==> config.mk <==
export PLATFORM = sky130hd
export DESIGN_NAME = tod_tick_gen_flat
export DESIGN_NICKNAME = d
export VERILOG_FILES = /design/src/rtl/tod_pkg.sv /design/src/rtl/tod_tick_gen_if.sv /design/src/rtl/tod_tick_gen.sv /design/src/flat_wrapper.sv
export SDC_FILE = /design/constraint.sdc
export NUM_CORES = 1
export LEC_CHECK = 0
export CAP_MARGIN = 20
export CORE_UTILIZATION = 52
export CTS_CLUSTER_SIZE = 20
export DETAILED_ROUTE_END_ITERATION = 7
export GPL_ROUTABILITY_DRIVEN = 0
export HOLD_SLACK_MARGIN = 0.08
export PLACE_DENSITY = 0.79
export SLEW_MARGIN = 20
export SYNTH_ARGS = -nofsm -noshare
export SYNTH_HDL_FRONTEND = slang
export SYNTH_SLANG_ARGS = --single-unit
==> constraint.sdc <==
create_clock -name CLOCK -period 2.5 [get_ports CLOCK]
set_input_delay 0.5 -clock CLOCK [delete_from_list [all_inputs] [get_ports CLOCK]]
set_output_delay 0.5 -clock CLOCK [all_outputs]
set_load 0.1 [all_outputs]
==> src/rtl/tod_pkg.sv <==
// Shared types and constants for the time-of-day tick generator.
package tod_pkg;

    typedef enum logic [1:0] {
        ST_IDLE  = 2'd0,
        ST_ARMED = 2'd1,
        ST_RUN   = 2'd2
    } tod_state_e;

    localparam int unsigned TOD_DIV_DEFAULT = 100;

endpackage

==> src/rtl/tod_tick_gen_if.sv <==
// Divisor register bus of the tick generator: write port plus active-divisor readback.
interface tod_tick_gen_if #(
    parameter int unsigned P_DIV_WIDTH = 16
) ();

    logic                   REG_SELECT;
    logic                   REG_WRITE;
    logic [P_DIV_WIDTH-1:0] DATA_IN;
    logic [P_DIV_WIDTH-1:0] DIVISOR_Q;

    modport master (
        output REG_SELECT,
        output REG_WRITE,
        output DATA_IN,
        input  DIVISOR_Q
    );

    modport slave (
        input  REG_SELECT,
        input  REG_WRITE,
        input  DATA_IN,
        output DIVISOR_Q
    );

endinterface

==> src/rtl/tod_tick_gen.sv <==
// Programmable tick generator feeding the time-of-day counter increment.
//   state    | meaning
//   ST_IDLE  | stopped, divisor updates applied on every edge
//   ST_ARMED | enabled, waiting for SYNC_PULSE to start
//   ST_RUN   | phase counter running, TICK_Q every D cycles
module tod_tick_gen
    import tod_pkg::*;
#(
    parameter int unsigned P_DIV_WIDTH   = 16,
    parameter int unsigned P_DIV_DEFAULT = TOD_DIV_DEFAULT,
    parameter bit          P_SYNC_START  = 1'b0
) (
    input  logic          CLOCK,
    input  logic          RESET,
    input  logic          ENABLE,
    input  logic          SYNC_PULSE,
    tod_tick_gen_if.slave reg_bus,
    output logic          TICK_Q,
    output logic          RUNNING_Q
);

    typedef logic [P_DIV_WIDTH-1:0] div_t;

    tod_state_e state_q;
    tod_state_e state_d;
    div_t       cnt_q;
    div_t       cnt_d;
    div_t       div_q;
    div_t       div_d;
    div_t       pend_val_q;
    div_t       pend_val_d;
    div_t       div_eff;
    logic       pend_q;
    logic       pend_d;
    logic       tick_d;
    logic       xfer;

    always_comb begin
        state_d    = state_q;
        cnt_d      = '0;
        div_d      = div_q;
        pend_d     = pend_q;
        pend_val_d = pend_val_q;
        tick_d     = 1'b0;
        xfer       = 1'b0;

        case (state_q)
            ST_IDLE: begin
                xfer = 1'b1;
                if (ENABLE) begin
                    state_d = P_SYNC_START ? ST_ARMED : ST_RUN;
                end
            end
            ST_ARMED: begin
                xfer = 1'b1;
                if (SYNC_PULSE) begin
                    state_d = ST_RUN;
                end
            end
            ST_RUN: begin
                xfer = SYNC_PULSE || (cnt_q == div_t'(1));
            end
            default: begin
                state_d = ST_IDLE;
            end
        endcase

        // Dropping ENABLE wins over everything; a pending divisor waits for IDLE.
        if (!ENABLE) begin
            state_d = ST_IDLE;
            if (state_q == ST_RUN) begin
                xfer = 1'b0;
            end
        end

        if (xfer && pend_q) begin
            div_d  = pend_val_q;
            pend_d = 1'b0;
        end

        // A write on a transfer edge lands in pending and waits for the next one.
        if (reg_bus.REG_SELECT && reg_bus.REG_WRITE) begin
            pend_d     = 1'b1;
            pend_val_d = reg_bus.DATA_IN;
        end

        div_eff = (div_d == '0) ? div_t'(1) : div_d;

        if (state_d == ST_RUN) begin
            if ((state_q != ST_RUN) || SYNC_PULSE) begin
                cnt_d = div_eff;
            end else if (cnt_q == div_t'(1)) begin
                tick_d = 1'b1;
                cnt_d  = div_eff;
            end else begin
                cnt_d = cnt_q - div_t'(1);
            end
        end
    end

    always_ff @(posedge CLOCK) begin
        if (RESET) begin
            state_q    <= ST_IDLE;
            cnt_q      <= '0;
            div_q      <= div_t'(P_DIV_DEFAULT);
            pend_q     <= 1'b0;
            pend_val_q <= '0;
            TICK_Q     <= 1'b0;
            RUNNING_Q  <= 1'b0;
        end else begin
            state_q    <= state_d;
            cnt_q      <= cnt_d;
            div_q      <= div_d;
            pend_q     <= pend_d;
            pend_val_q <= pend_val_d;
            TICK_Q     <= tick_d;
            RUNNING_Q  <= (state_d == ST_RUN);
        end
    end

    assign reg_bus.DIVISOR_Q = div_q;

endmodule

==> src/flat_wrapper.sv <==
// flat-port wrapper written by rule: the top's interface ports become plain ports
module tod_tick_gen_flat import tod_pkg::*;
#(
    parameter int unsigned P_DIV_WIDTH   = 16,
    parameter int unsigned P_DIV_DEFAULT = TOD_DIV_DEFAULT,
    parameter bit          P_SYNC_START  = 1'b0
)
  (CLOCK, RESET, ENABLE, SYNC_PULSE, TICK_Q, RUNNING_Q, reg_bus_REG_SELECT, reg_bus_REG_WRITE, reg_bus_DATA_IN, reg_bus_DIVISOR_Q);
  tod_tick_gen_if #(.P_DIV_WIDTH(P_DIV_WIDTH)) reg_bus_i ();
  input  logic CLOCK;
  input  logic RESET;
  input  logic ENABLE;
  input  logic SYNC_PULSE;
  output logic TICK_Q;
  output logic RUNNING_Q;
  input wire logic [$bits(reg_bus_i.REG_SELECT)-1:0] reg_bus_REG_SELECT;
  input wire logic [$bits(reg_bus_i.REG_WRITE)-1:0] reg_bus_REG_WRITE;
  input wire logic [$bits(reg_bus_i.DATA_IN)-1:0] reg_bus_DATA_IN;
  output wire logic [$bits(reg_bus_i.DIVISOR_Q)-1:0] reg_bus_DIVISOR_Q;
  assign reg_bus_i.REG_SELECT = reg_bus_REG_SELECT;
  assign reg_bus_i.REG_WRITE = reg_bus_REG_WRITE;
  assign reg_bus_i.DATA_IN = reg_bus_DATA_IN;
  assign reg_bus_DIVISOR_Q = reg_bus_i.DIVISOR_Q;
  tod_tick_gen #(.P_DIV_WIDTH(P_DIV_WIDTH), .P_DIV_DEFAULT(P_DIV_DEFAULT), .P_SYNC_START(P_SYNC_START)) u_core (.CLOCK(CLOCK), .RESET(RESET), .ENABLE(ENABLE), .SYNC_PULSE(SYNC_PULSE), .reg_bus(reg_bus_i), .TICK_Q(TICK_Q), .RUNNING_Q(RUNNING_Q));
endmodule
==> results.md, run 1 <==
* Die X at 68.5 µm
* Worst Hold Class: flip-flop to flip-flop
* DRT iter0 DRCs at 149
* Outcome: finished, final reports clean
* Antenna cells at 0
* CP max FO at 21
* First-pass GRT wire length at 8360 µm
* CTS Buf Count at 5
* Clock share of power at 0.301
* Cts hold-fix bufs at 0
* Flip-flop and latch count after synthesis at 53
* Tmin final at 2.23 ns
* Fillers at 341
* EDFF count, synth at 0
* RSZ-0062 raised after global routing: false
* Clk_skew at 0.00649 ns
* Slew @ Worst Pin at 0.625 ns
* Initial antenna violation count at 0
* Slowest CP cell: or3_1
* Row cnt at 23
* Largest stage delay on the critical path at 0.53 ns
* Layout net count at 332
* Detailed-route DRC error count at 0
* Comb power frac at 0.166
* Grt met3 use at 0.0444
* Via count at 2,016
* Share of layout cells above drive strength 1 at 0.133
* Final worst-path cycle share at 0.890
* Die ar. at 4690 µm²
* Setup bufs post-CTS at 0
* Pint at 1.24 mW
* PD cells at 607 nW/µm²
* Most Crowded Layer GR: met2
* WL/cell at 14.3 µm
* Vias/cell at 5.62
* Max Fclk at 449 MHz
* DRT Pass-1 Iters at 4
* Port bufs at 39
* Chip height at 68.5 µm
* GR Util met1 at 0.352
* Setup TNS at 0 ns
* Crit Path Class: flip-flop to flip-flop
* Post-Syn Nets at 292
* Clk_lat worst skew at 0.30 ns
* Post_cts resized at 0
* CP Launch Type: flip-flop
* Rel. slew slack at 0.583
* Mapped Cells at 268
* CORE AREA at 4120 µm²
* R2r setup slk at 0.27 ns
* Root buf cell: clkbuf_8
* Synth unique cells at 40
* Post-synth ARST share at 0
* GR Util All Layers at 0.243
* Post-synth top cells: nand2_1 (56), dfxtp_1 (53), a21oi_1 (35)
* Clk sinks at 53
* Yosys warnings at 0
* CP Cell Sequence: nor4_1 > and4_1 > or3_1 > nand2_1 > o221a_2
* H-tree levels at 2
* Most numerous cell in the Yosys netlist: nand2_1
* Placed insts at 351
* Final Hold Viols at 0
* Final Setup Violations at 0
* Critical Path RT at 2.70 ns
* Starting Density at 0.559
* Largest area contributor in the netlist: dfxtp_1
* Antenna Nets Post-Route at 0
* Switch Pwr at 0.454 mW
* Leading register cell type out of synthesis: dfxtp_1
* Synth Cell Area at 2300 µm²
* Top-area cell type share of the netlist area at 0.461
* Final Max Slew Viols at 0
* Met2 Use GR at 0.366
* Pleak at 1.12 nW
* Total global routing overflow at 0
* Dpl hpwl at 3810 µm
* Largest net degree at the start of global routing at 35
* Synth top area cells: dfxtp_1 (46%), nand2_1 (9.1%), a21oi_1 (7.6%), nor3_1 (3.5%), mux2i_1 (3.0%)
* CP endpoint kind: flip-flop
* Area Growth Syn to Fin at 21.5%
* Switching share of total power at 0.268
* Synth Area per Inst at 8.59 µm²
* Clk buf depth at 2
* Design Power at 1.70 mW
* Vias in the first global route at 1,777
* Final Non-Filler Cells at 359
* Max cap viols at 0
* Sequential power share at 0.532
* IO Pins at 40
* Clock slew at reported path FFs at 0.09 ns
* DRT Wirelength at 5130 µm
* Worst VDD drop at 0.000392 V
* TritonCTS clock tree: done
* Sequential area share after synthesis at 0.461
* WP data arrival at 2.42 ns
-- critical path: cells and delay by family, from the launching register on --
| kind | cells | cell delay, ns |
|---|---|---|
| AO/OA/AOI/OAI | 1 | 0.29 |
| flip-flops | 1 | 0.36 |
| AND/OR/NAND/NOR | 4 | 1.47 |
-- path summary, 6_finish.rpt --
| kind | start | endpoint | cells after the start |
|---|---|---|---|
| setup / recovery | u_core.cnt_q[11] | u_core.cnt_q[10] | 5 |
| setup reg to reg | u_core.cnt_q[11] | u_core.cnt_q[10] | 5 |
| hold / removal | u_core.pend_val_q[7] | u_core.pend_val_q[7] | 2 |
| hold reg to reg | u_core.pend_val_q[7] | u_core.pend_val_q[7] | 2 |
-- placed cells by master (no fill, tap or decap), types with 2 or more instances in the layout --
cell,count
o22ai_1,4
xor2_1,7
dfxtp_1,53
o21ai_0,7
nand2b_1,8
a21oi_1,35
o211ai_1,2
o32ai_1,2
clkbuf_8,7
clkdlybuf4s50_1,21
nor2_1,9
inv_1,5
nor4_1,8
or3_1,2
ha_1,2
and2_1,2
nand2_1,56
mux2i_1,7
nor3_1,16
xnor2_1,5
buf_4,26
nor4b_1,2
nand3_1,2
nand4_1,3
o221a_2,3
-- state kept, by name (all words and copies together), names as in the netlist --
register and cells:
u_core.cnt_q 16, u_core.pend_val_q 16, u_core.reg_bus.DIVISOR_Q 16, u_core.state_q 2, u_core.RUNNING_Q 1, u_core.TICK_Q 1
u_core.pend_q 1
-- final cells by class --
| type | instances | area, µm² | share of cell area |
|---|---|---|---|
| Sequential cell | 53 | 1060 | 0.380 |
| Tap cell | 50 | 62.6 | 0.0224 |
| Clock inverter | 1 | 5.00 | 0.00179 |
| Multi-Input combinational cell | 196 | 1150 | 0.410 |
| Inverter | 5 | 18.8 | 0.00671 |
| Clock buffer | 7 | 96.3 | 0.0345 |
| Timing Repair Buffer | 47 | 405 | 0.145 |
-- logic make-up after synthesis --
logic type / after synthesis / share of synthesized area
AND/OR/NAND/NOR: 114 / 0.243
flip-flops: 53 / 0.461
multiplexers: 7 / 0.0305
adder cells (fa/ha/maj): 2 / 0.0109
XOR/XNOR: 12 / 0.0457
buffers and inverters: 19 / 0.0408
AO/OA/AOI/OAI: 61 / 0.169
-- per-layer routing --
metal / vias to the layer above / routed length [µm] / share of wire
li1: 1030 / - / -
met1: 928 / 2380 / 0.46
met2: 53 / 2460 / 0.48
met3: 5 / 238 / 0.046
met4: 0 / 48 / 0.0094
met5: - / 0 / 0
-- stage by stage --
stage / setup slack (ns) / cell area (µm²) / util / hold WS [ns]
floorplan: 0.588 / 2300 / - / 0.445
global placement: 0.149 / 2690 / 0.655 / 0.460
detailed placement: 0.0950 / 2690 / 0.655 / 0.464
CTS: 0.295 / 2800 / 0.679 / 0.478
global route: 0.128 / 2800 / 0.679 / 0.502
finish: 0.274 / 2800 / 0.679 / 0.478
-- power by group through the flow --
stage	combinational (mW)	sequential [mW]	clock [mW]
finish	0.282	0.903	0.511
global placement	0.277	0.922	0
CTS	0.283	0.903	0.520
detailed placement	0.280	0.922	0
global route	0.308	0.907	0.556
floorplan	0.158	0.954	0
Note: power is estimated with default switching activity, not from simulation.
==> run 2, diff against run 1 <==
--- a/config.mk
+++ b/config.mk
@@ -6,12 +6,11 @@
 export NUM_CORES = 1
 export LEC_CHECK = 0
 export CAP_MARGIN = 20
-export CORE_UTILIZATION = 52
+export CORE_UTILIZATION = 40
 export CTS_CLUSTER_SIZE = 20
 export DETAILED_ROUTE_END_ITERATION = 7
 export GPL_ROUTABILITY_DRIVEN = 0
 export HOLD_SLACK_MARGIN = 0.08
-export PLACE_DENSITY = 0.79
 export SLEW_MARGIN = 20
 export SYNTH_ARGS = -nofsm -noshare
 export SYNTH_HDL_FRONTEND = slang
==> run 2 against run 1 <==
  * Largest cell class unchanged
  * Die area up 29%
  * Global-route usage down 5.9 points
  * Critical path type unchanged
  * Non-clock buffer count rose by 1
  * Design area grew 0.72%
  * Clock power shrank 7.0%
  * Total power down 2.1%
  * Sequential power about the same
  * Sequential share of layout area down 0.27 points
  * Largest power group unchanged
  * Highest routed layer unchanged
  * Flip-flop and latch count unchanged
  * Register-to-register slack about the same
==> results.md, run 2 (synthesized netlist as in run 1, its figures left out) <==
* CP max FO at 10
* CP endpoint kind: flip-flop
* DRT iter0 DRCs at 109
* Final Max Slew Viols at 0
* Commonest non-fill, non-tap cell in the layout: nand2_1
* Row cnt at 27
* Fillers at 567
* DRT Wirelength at 5310 µm
* CP Cell Sequence: nor4_1 > and4_1 > or3_1 > nand2_1 > o221a_2
* Slowest CP cell: nor4_1
* Total global routing overflow at 0
* GR Util All Layers at 0.184
* Clk_skew at 0.0119 ns
* Area of the multi-input gates at 1150 µm²
* Clock slew at reported path FFs at 0.09 ns
* Pint at 1.21 mW
* Final Setup Violations at 0
* DP Area at 2730 µm²
* Detailed-route DRC error count at 0
* Reg2Reg Depth at 5
* Die ar. at 6060 µm²
* GR Util met1 at 0.266
* Clk_lat worst skew at 0.30 ns
* Vias in the first global route at 1,773
* Clk sinks at 53
* PD cells at 590 nW/µm²
* Dpl hpwl at 3920 µm
* Starting Density at 0.415
* Chip height at 77.8 µm
* Worst VDD drop at 0.000291 V
* R2r setup slk at 0.28 ns
* Area Growth Syn to Fin at 22.3%
* CORE AREA at 5540 µm²
* Share of layout cells above drive strength 1 at 0.129
* Crit Path Class: flip-flop to flip-flop
* Worst setup path endpoint: u_core.cnt_q[9]
* Design area at 2820 µm²
* Capturing point of the worst reg2reg path: u_core.cnt_q[9]
* Final worst-path cycle share at 0.888
* Clk buf depth at 2
* H-tree levels at 2
* CTS Buf Count at 5
* DRT Pass-1 Iters at 4
* Clock share of power at 0.286
* Setup TNS at 0 ns
* FF+latch area at 1060 µm²
* Final Hold Viols at 0
* Critical Path RT at 2.68 ns
* Cts hold-fix bufs at 0
* Largest stage delay on the critical path at 0.48 ns
* Switching share of total power at 0.270
* Reg2reg start: u_core.cnt_q[10]
* Max Fclk at 451 MHz
* Met2 Use GR at 0.284
* First-pass GRT wire length at 8740 µm
* Grt met3 use at 0.0318
* Tmin final at 2.22 ns
* Setup bufs post-CTS at 0
* TritonCTS clock tree: done
* Outcome: finished, final reports clean
* Antenna cells at 0
* Max cap viols at 0
* Root buf cell: clkbuf_8
* Vias/cell at 5.14
* Final Non-Filler Cells at 381
* Sequential power share at 0.543
* Slew @ Worst Pin at 0.588 ns
* Largest net degree at the start of global routing at 35
* Initial antenna violation count at 0
* WL/cell at 13.9 µm
* CP Launch Type: flip-flop
* Layout net count at 333
* Comb power frac at 0.171
* RSZ-0062 raised after global routing: false
* Die X at 77.8 µm
* Antenna Nets Post-Route at 0
* Post_cts resized at 0
* IO Pins at 40
* Worst Hold Class: flip-flop to flip-flop
* Switch Pwr at 0.448 mW
* Placed insts at 374
* WP data arrival at 2.40 ns
* Most frequent cells in the layout: nand2_1 (56), dfxtp_1 (53), a21oi_1 (35)
* Most Crowded Layer GR: met2
* Pleak at 1.11 nW
* Rel. slew slack at 0.607
* Crit. Startpoint: u_core.cnt_q[10]
* Port bufs at 39
* Via count at 1,960
[run 2: changes by cell type in the layout (fill, tap and decap cells not counted)]
cell	change
clkbuf_1	+1
clkinv_2	-1
clkbuf_8	-1
buf_4	+1
[run 2: metal layers]
metal / vias to the layer above / wire (µm) / part of all wire
met3: 2 / 171 / 0.032
met1: 900 / 2660 / 0.50
met4: 0 / 15 / 0.0028
met2: 35 / 2470 / 0.46
met5: - / 0 / 0
li1: 1023 / - / -
[run 2: final cells by class]
cell class	instances	share of cell area
inverters	5	0.00667
repair buffers	48	0.147
well taps	72	0.0320
multi-input cells	196	0.407
clock buffers	7	0.0307
flip-flops and latches	53	0.377
[run 2: critical path: cells and delay by family, from the launching register on]
family	cells	cell delay (ns)
AOI/OAI and AO/OA	1	0.28
DFF	1	0.36
and+or+nand+nor	4	1.46
[run 2: worst min-delay path by stage]
stage	cells after the start	slack (ns)	endpoint	startpoint
finish	2	0.48	u_core.pend_val_q[1]	u_core.pend_val_q[1]
floorplan	2	0.45	u_core.reg_bus.DIVISOR_Q[0]	u_core.pend_val_q[0]
global route	2	0.49	u_core.pend_val_q[1]	u_core.pend_val_q[1]
CTS	2	0.48	u_core.pend_val_q[1]	u_core.pend_val_q[1]
global placement	2	0.47	u_core.pend_val_q[6]	u_core.pend_val_q[6]
detailed placement	2	0.47	u_core.pend_val_q[1]	u_core.pend_val_q[1]
[run 2: metrics by stage]
step                      worst slack, ns  power (mW)  hold WS [ns]  utilization
after floorplan                     0.588        1.11         0.445            -
after global placement              0.211        1.21         0.466        0.493
after detailed placement            0.145        1.21         0.466        0.493
after CTS                           0.283        1.68         0.479        0.508
after global routing                0.132        1.75         0.492        0.508
final                               0.281        1.66         0.478        0.508
[run 2: power by group through the flow]
stage                     sequential, mW  clock [mW]  combinational, mW
after floorplan                    0.954           0              0.158
after global placement             0.923           0              0.284
after detailed placement           0.923           0              0.283
after CTS                          0.903       0.490              0.285
after global routing               0.908       0.532              0.312
final                              0.903       0.475              0.284
